`config.mk`:
```
export PLATFORM = sky130hd
export DESIGN_NAME = gb_regfile
export DESIGN_NICKNAME = d
export VERILOG_FILES = /design/src/rtl/gb_cpu_pkg.sv /design/src/rtl/gb_regfile_rdport.sv /design/src/rtl/gb_regfile.sv
export SDC_FILE = /design/constraint.sdc
export NUM_CORES = 1
export LEC_CHECK = 0
export ABC_AREA = 1
export CAP_MARGIN = 40
export CORE_ASPECT_RATIO = 1.4
export CORE_MARGIN = 2
export CORE_UTILIZATION = 50
export DETAILED_ROUTE_END_ITERATION = 7
export HOLD_SLACK_MARGIN = 0.1
export PLACE_DENSITY = 0.76
export SLEW_MARGIN = 0
export SYNTH_ARGS = -nofsm -noshare
export SYNTH_HDL_FRONTEND = slang
export SYNTH_SLANG_ARGS = --single-unit
```
`constraint.sdc`:
```
create_clock -name clk -period 1.05 [get_ports clk]
set_input_delay 0.105 -clock clk [delete_from_list [all_inputs] [get_ports clk]]
set_output_delay 0.105 -clock clk [all_outputs]
set_load 0.02 [all_outputs]
```
`src/rtl/gb_cpu_pkg.sv`:
```
// rtl/gb_cpu_pkg.sv - shared SM83 register index map and datapath widths
package gb_cpu_pkg;

  localparam int BYTE_W    = 8;
  localparam int WORD_W    = 16;
  localparam int IDX_W     = 4;
  localparam int REG_COUNT = 11;

  typedef logic [BYTE_W-1:0] byte_t;
  typedef logic [WORD_W-1:0] word_t;
  typedef logic [IDX_W-1:0]  idx_t;

  localparam idx_t REG_B   = 4'd0;
  localparam idx_t REG_C   = 4'd1;
  localparam idx_t REG_D   = 4'd2;
  localparam idx_t REG_E   = 4'd3;
  localparam idx_t REG_H   = 4'd4;
  localparam idx_t REG_L   = 4'd5;
  localparam idx_t REG_W   = 4'd6;
  localparam idx_t REG_Z   = 4'd7;
  localparam idx_t REG_SPH = 4'd8;
  localparam idx_t REG_SPL = 4'd9;
  localparam idx_t REG_A   = 4'd10;

  function automatic logic is_mapped(input idx_t idx);
    return idx <= REG_A;
  endfunction

  // Even indices up to SPH are the high half of a B/C..SPH/SPL pair.
  function automatic logic is_pair_hi(input idx_t idx);
    return !idx[0] && (idx <= REG_SPH);
  endfunction

endpackage

```
`src/rtl/gb_regfile_rdport.sv`:
```
// rtl/gb_regfile_rdport.sv - combinational read port: byte plus pair low byte
module gb_regfile_rdport
  import gb_cpu_pkg::*;
(
  input  logic [REG_COUNT-1:0][BYTE_W-1:0] regs,
  input  logic [IDX_W-1:0]                 idx,
  output logic [BYTE_W-1:0]                data,
  output logic [BYTE_W-1:0]                data_lo
);

  always_comb begin
    data    = '0;
    data_lo = '0;
    if (is_mapped(idx)) begin
      data = regs[idx];
    end
    if (is_pair_hi(idx)) begin
      data_lo = regs[idx | 4'd1];
    end
  end

endmodule

```
`src/rtl/gb_regfile.sv`:
```
// rtl/gb_regfile.sv - SM83 8-bit register file with pair writes and flag register
module gb_regfile
  import gb_cpu_pkg::*;
(
  input  logic              clk,
  input  logic              rst,
  input  logic              writeReg,
  input  logic [1:0]        writeEn,
  input  logic              writeFlag,
  input  logic [IDX_W-1:0]  rdReg1,
  output logic [BYTE_W-1:0] rdData1,
  output logic [BYTE_W-1:0] rdData1Lo,
  input  logic [IDX_W-1:0]  rdReg2,
  output logic [BYTE_W-1:0] rdData2,
  output logic [BYTE_W-1:0] rdData2Lo,
  input  logic [BYTE_W-1:0] flagData,
  output logic [BYTE_W-1:0] rdFlag,
  input  logic [IDX_W-1:0]  wrReg,
  input  logic [WORD_W-1:0] wrData
);

  logic [REG_COUNT-1:0][BYTE_W-1:0] regs_q, regs_d;
  logic [BYTE_W-1:0]                flag_q, flag_d;
  idx_t                             pair_hi, pair_lo;

  always_comb begin
    regs_d  = regs_q;
    flag_d  = writeFlag ? flagData : flag_q;
    // Odd pair indices fold onto their even partner, so 9 addresses SPH/SPL.
    pair_hi = {wrReg[3:1], 1'b0};
    pair_lo = {wrReg[3:1], 1'b1};
    if (writeReg) begin
      if (is_pair_hi(pair_hi)) begin
        regs_d[pair_hi] = wrData[15:8];
        regs_d[pair_lo] = wrData[7:0];
      end
    end else if (writeEn[0]) begin
      if (is_mapped(wrReg)) begin
        regs_d[wrReg] = wrData[7:0];
      end
    end else if (writeEn[1]) begin
      if (is_mapped(wrReg)) begin
        regs_d[wrReg] = wrData[15:8];
      end
    end
  end

  always_ff @(posedge clk or negedge rst) begin
    if (!rst) begin
      regs_q <= '0;
      flag_q <= '0;
    end else begin
      regs_q <= regs_d;
      flag_q <= flag_d;
    end
  end

  assign rdFlag = flag_q;

  gb_regfile_rdport u_rdport1 (
    .regs    (regs_q),
    .idx     (rdReg1),
    .data    (rdData1),
    .data_lo (rdData1Lo)
  );

  gb_regfile_rdport u_rdport2 (
    .regs    (regs_q),
    .idx     (rdReg2),
    .data    (rdData2),
    .data_lo (rdData2Lo)
  );

endmodule

```
# Word level (Yosys, flattened, before mapping)
# Index checks and enable logic that the tools add are counted.
dict set report classes {
  add_sub_neg 0
  mul 0
  n_div 0
  order_cmp 16
  eq_ne 1
  shifts 0
  n_mux 28
  bitwise 0
  n_reduce_logical 10
}
# op count
set ops {}
lappend ops {{88-bit 2-to-1 mux} 6}
lappend ops {{88-bit bitwise mux} 4}
lappend ops {{8-bit 2-to-1 mux} 11}
lappend ops {{8-bit binary-select mux with 4-bit select} 2}
lappend ops {{8-bit binary-select mux with 3-bit select} 2}
lappend ops {{8-bit demux with 3-bit select} 2}
lappend ops {{4-bit by 5-bit less-than comparator with 1-bit output (second input constant)} 7}
lappend ops {{8-bit demux with 4-bit select} 1}
lappend ops {{4-bit less-or-equal comparator (second input constant)} 6}
lappend ops {{4-bit by 1-bit greater-or-equal comparator with 1-bit output (second input constant)} 3}
lappend ops {{1-bit logical AND} 5}
lappend ops {{3-bit AND reduction} 1}
lappend ops {{3-bit nonzero test} 1}
lappend ops {{1-bit zero test} 2}
lappend ops {{2-bit by 1-bit != test with 1-bit output (second input constant)} 1}
lappend ops {{2-bit nonzero test} 1}
dict set report totals {
  register_bits 96
  latchBits 0
  mem_bits_rw 0
  mem_bits_ro 0
  input_bits 42
  output_inout_bits 40
  word_cells 67
  mem_count 0
}

# Depth between registers and ports, before layout
dict set report logic_depth {
  word_depth 9
  ltp_mapped 10
  ltp_nobuf 9
}

# Cells and area by module
# A second synthesis with hierarchy kept.
dict set report unflattened {
  hier_cells 1167
  area_unflattened_um2 7479.7
}
# module n_inst cells_per_inst area_each_um2 seq_area_each_um2
set modules_own_cells {}
lappend modules_own_cells {gb_regfile 1 509 4662.0 2402.3}
lappend modules_own_cells {gb_regfile_rdport 2 329 1408.9 0.0}

# Worst setup path after synthesis
# Ideal clock, no wire load.
dict set report synth_path {
  kind {in2out}
  from {input port rdReg1[2]}
  to {output port rdData1Lo[6]}
  arrival_time_ns 1.112
  t_required_ns 0.945
  setup_slack_ns -0.167
  stages 5
  path_buffers 2
  cell_sequence {buf_2 -> nor2_2 -> buf_2 -> nand3_1 -> a21oi_1}
}
dict set report synth_between {
  elab_chain_cells 3
  word_cells_on_any_way 5
  classes_between {1 x order compare; 3 x mux; 1 x reduce/logical}
}
# item line_no
set synth_lines {}
lappend synth_lines {{start: declaration} gb_regfile.sv:10} ;# input logic [IDX_W-1:0] rdReg1,
lappend synth_lines {{4-bit less-or-equal comparator / 8-bit binary-select mux with 3-bit select (equally long branches)} {gb_cpu_pkg.sv:31, gb_regfile_rdport.sv:18}}
lappend synth_lines {{1-bit logical AND / 8-bit 2-to-1 mux (equally long branches)} {gb_cpu_pkg.sv:31, gb_regfile_rdport.sv:18}}
lappend synth_lines {{8-bit 2-to-1 mux (*)} gb_regfile_rdport.sv:17} ;# if (is_pair_hi(idx)) begin
lappend synth_lines {{end: declaration} gb_regfile.sv:12} ;# output logic [BYTE_W-1:0] rdData1Lo,
# Mark *: on every way between the ends. The rest lies on a longest branch, timed or not. The select of a mux whose other input is x is not followed.

# Final worst setup path
dict set report layout_path {
  from {register regs_q[42] in the netlist's numbering}
  to {output port rdData2[2]}
}
dict set report layout_between {
  elab_chain_cells 3
}
# item line_no
set layout_lines {}
lappend layout_lines {{start: declaration} gb_regfile.sv:22} ;# logic [REG_COUNT-1:0][BYTE_W-1:0] regs_q, regs_d;
lappend layout_lines {{start signal: assignment} gb_regfile.sv:53} ;# regs_q <= regs_d;
lappend layout_lines {{8-bit binary-select mux with 4-bit select} gb_regfile_rdport.sv:15} ;# data = regs[idx];
lappend layout_lines {{8-bit 2-to-1 mux (implied by the code)} gb_regfile_rdport.sv:15}
lappend layout_lines {{8-bit 2-to-1 mux} gb_regfile_rdport.sv:14} ;# if (is_mapped(idx)) begin
lappend layout_lines {{end: declaration} gb_regfile.sv:14} ;# output logic [BYTE_W-1:0] rdData2,
# Every way passes these cells. The select of a mux whose other input is x is not followed.

==> key figures <==
Finish
  – Register Area: 2404 µm²
  – Multi-input gate area: 4403 µm²
  – Final cell count without fillers: 1520
  – Final Instance Area: 10770 µm²
  – Layout cells sized above 1: 0.4245
  – Diode count: 0
  – # fillers: 886
  – Layout Area Growth over Synthesis: 60.73%
  – Nets: 1375

Logic synthesis
  – Number of enable flip-flop cells after synthesis: 0
  – Synth area leader: dfrtp_1
  – Syn Nets: 1108
  – Mapped cell area: 6700 µm²
  – Synth Area in Simple Gates: 0.4308
  – Register area share after synthesis: 0.3585
  – Adder-Cell Fraction of Synth Area: 0
  – Netlist cell types: 23
  – Synth warnings: 0
  – Post-synthesis mux area share: 0.01345
  – Compound-gate portion of the synthesized area: 0.09430
  – Most frequent cells after synthesis: 510 x nand2_1, 109 x nand3_1, 101 x inv_1, 96 x dfrtp_1, 48 x o21ai_0
  – Most used flip-flop cell after synthesis: dfrtp_1
  – Mapped Avg Cell Area: 6.285 µm²
  – Area share of the largest cell type after synthesis: 0.3585
  – Synthesized flop and latch total: 96
  – Post-Syn Instances: 1066
  – Synth async-reset ratio: 1.000
  – Most numerous cell in the Yosys netlist: nand2_1
  – Largest family of logic cells by synthesized area: simple AND/OR/NAND/NOR gates
  – XOR/XNOR Fraction of Synth Area: 0
  – Top post-synthesis cells by area: dfrtp_1 36%, nand2_1 29%, nand3_1 8.1%, inv_1 5.7%, o21ai_0 3.6%

Die
  – Core area: 13260 µm²
  – Die ar.: 14360 µm²
  – Num ports: 82
  – Die Span Y: 141.0 µm
  – Num rows: 50
  – Starting Density: 0.5052
  – Die X-Extent: 101.8 µm

Placement
  – HPWL Detailed: 20610 µm
  – Placed cell area: 9164 µm²
  – Placed cells: 1453
  – RePlAce Congestion: 1.048
  – Place WS: -1.314 ns
  – PortBufs: 81

GRT
  – First-pass GRT wire length: 44720 µm
  – Initial antenna violation count: 0
  – Vias in the first global route: 8329
  – Met2 Use GR: 0.6738
  – GR peak layer: met2
  – Total gr overflow: 0
  – Largest net degree at the start of global routing: 50
  – GR Util All Layers: 0.4143
  – Met3 usage: 0.07536
  – M1 GR Usage: 0.4885

Worst setup path
  – Critical path launch point type: register
  – Reg2Reg Depth: 5
  – Reg-to-Reg Start: regs_q[40]$_DFFE_PN0P_
  – Reg2reg end: regs_q[40]$_DFFE_PN0P_
  – Critical Path End Type: primary output
  – CP max FO: 2
  – Worst Path Required: 0.94 ns
  – Reg2Reg Setup Slack: -0.07 ns
  – Worst Path Class, Setup: register to primary output
  – Crit path arrival time: 1.59 ns

Clocking
  – Clock sinks: 96
  – CTS Root Cell: clkbuf_16
  – Htree depth: 3
  – Clk buf depth: 2
  – Clock latency on the worst-skew pair: 0.36 ns
  – TritonCTS buffer count: 9
  – Reg clk slew, reported paths: 0.08 ns
  – TritonCTS clock tree: built

Route
  – Drt initial violations: 1013
  – Post-Route WL: 30520 µm
  – DRC violations left: 0
  – Drt first pass iters: 5
  – Vias per inst: 5.847
  – Wire length per cell: 20.08 µm
  – Vias: 8887
  – Post-route ant nets: 0

Timing
  – Rel. slew slack: 0.7730
  – WHS: 0.2768 ns
  – Worst-Margin Slew: 0.3390 ns
  – Fin crit period: 1.693 ns
  – Final setup vio count: 33
  – Final WS setup: -0.6425 ns
  – RSZ-0062 raised after global routing: yes
  – Slew Limit Fails: 0
  – Worst clock skew: 0 ns
  – Crit share post-route: 1.612
  – Final Hold Viols: 0
  – Achievable frequency: 590.8 MHz
  – Setup tns final: -17.81 ns

Power
  – Clock power share: 0.234
  – Sw frac: 0.3929
  – Power Internal: 9.330 mW
  – Comb power frac: 0.437
  – Pwr per Cell Area: 1427 nW/µm²
  – Leak pwr: 5.638 nW
  – Switching power total: 6.037 mW
  – Flop pwr share: 0.329
  – Peak supply drop: 974.0 µV

Status
  – Failing checks: negative setup slack
  – Status: complete, but fails checks

Run
  – MaxCap Viol Count: 0

Min path
  – Hold WC Path Type: input pin to asynchronous set/reset pin
[metal layers]
metal  vias to the layer above  routed length, µm
met5                         -                  0
met4                         0               2857
met3                       197               2797
met2                       629              14570
met1                      4101              10300
li1                       3960                  -
[worst max-delay path, stage by stage (launching register included)]
cell,delay (ns)
dfrtp_1,0.41
inv_2,0.10
nand2_2,0.05
nand2_2,0.11
nand2_1,0.10
nand3_2,0.12
nand2_2,0.08
nand2_2,0.06
nand2_2,0.05
buf_6,0.13
[worst max path at each step]
stage | from | endpoint | slack (ns) | cells past startpoint
global route | regs_q[42]$_DFFE_PN0P_ | rdData2[2] | -0.68 | 9
global placement | rdReg2[1] | rdData2[0] | -1.31 | 11
CTS | regs_q[14]$_DFFE_PN0P_ | rdData1Lo[6] | -0.54 | 7
finish | regs_q[42]$_DFFE_PN0P_ | rdData2[2] | -0.64 | 9
floorplan | rdReg1[1] | rdData1Lo[6] | -0.02 | 8
detailed placement | rdReg1[1] | rdData1[1] | -1.31 | 7
[power by group through the flow]
stage | Combinational [mW] | Clock (mW) | Sequential, mW
global placement | 5.03 | 0 | 4.94
floorplan | 2.46 | 0 | 4.89
finish | 6.71 | 3.59 | 5.06
global route | 7.14 | 3.71 | 5.11
CTS | 5.99 | 3.56 | 4.97
detailed placement | 5.10 | 0 | 4.97
[final cells by class]
type | count | share of cell area
inverter | 117 | 0.04229
multi-input combinational | 802 | 0.4089
timing repair buffer | 307 | 0.2755
sequential | 96 | 0.2232
clock buffer | 9 | 0.02091
tap | 182 | 0.02115
clock inverter | 7 | 0.008133
[through the flow]
step / total power, mW / utilization
floorplan: 7.350 / -
detailed placement: 10.07 / 0.6909
global placement: 9.975 / 0.6909
global route: 15.95 / 0.8120
CTS: 14.52 / 0.7844
finish: 15.37 / 0.8120
[flip-flops by register name (all words and copies together) (netlist names)]
| name | flops |
|---|---|
| regs_q | 88 |
| rdFlag | 8 |
[cells by family after synthesis]
kind of cell	Yosys count
compound gates	101
buf+inv	168
flops	96
mux	8
simple gates	693
[timing repair]
action,4_1_cts,5_1_grt
gates resized for setup,472,97
setup buffers,31,19
setup endpoints to repair,128,107
endpoints found under the hold margin,96,0
pin swaps,77,62
gates cloned,5,0
hold buffers,2,0
[layout by cell type (no fill, tap or decap), drive strengths merged, types with 26 or more instances in the layout]
cell           instances
inv                  115
nand3                116
nand2                511
clkdlybuf4s50         26
nand4                 36
dfrtp                 96
buf                  267
o21ai                 55
nor2                  27
o211ai                27
Note: power is estimated with default switching activity, not from simulation.
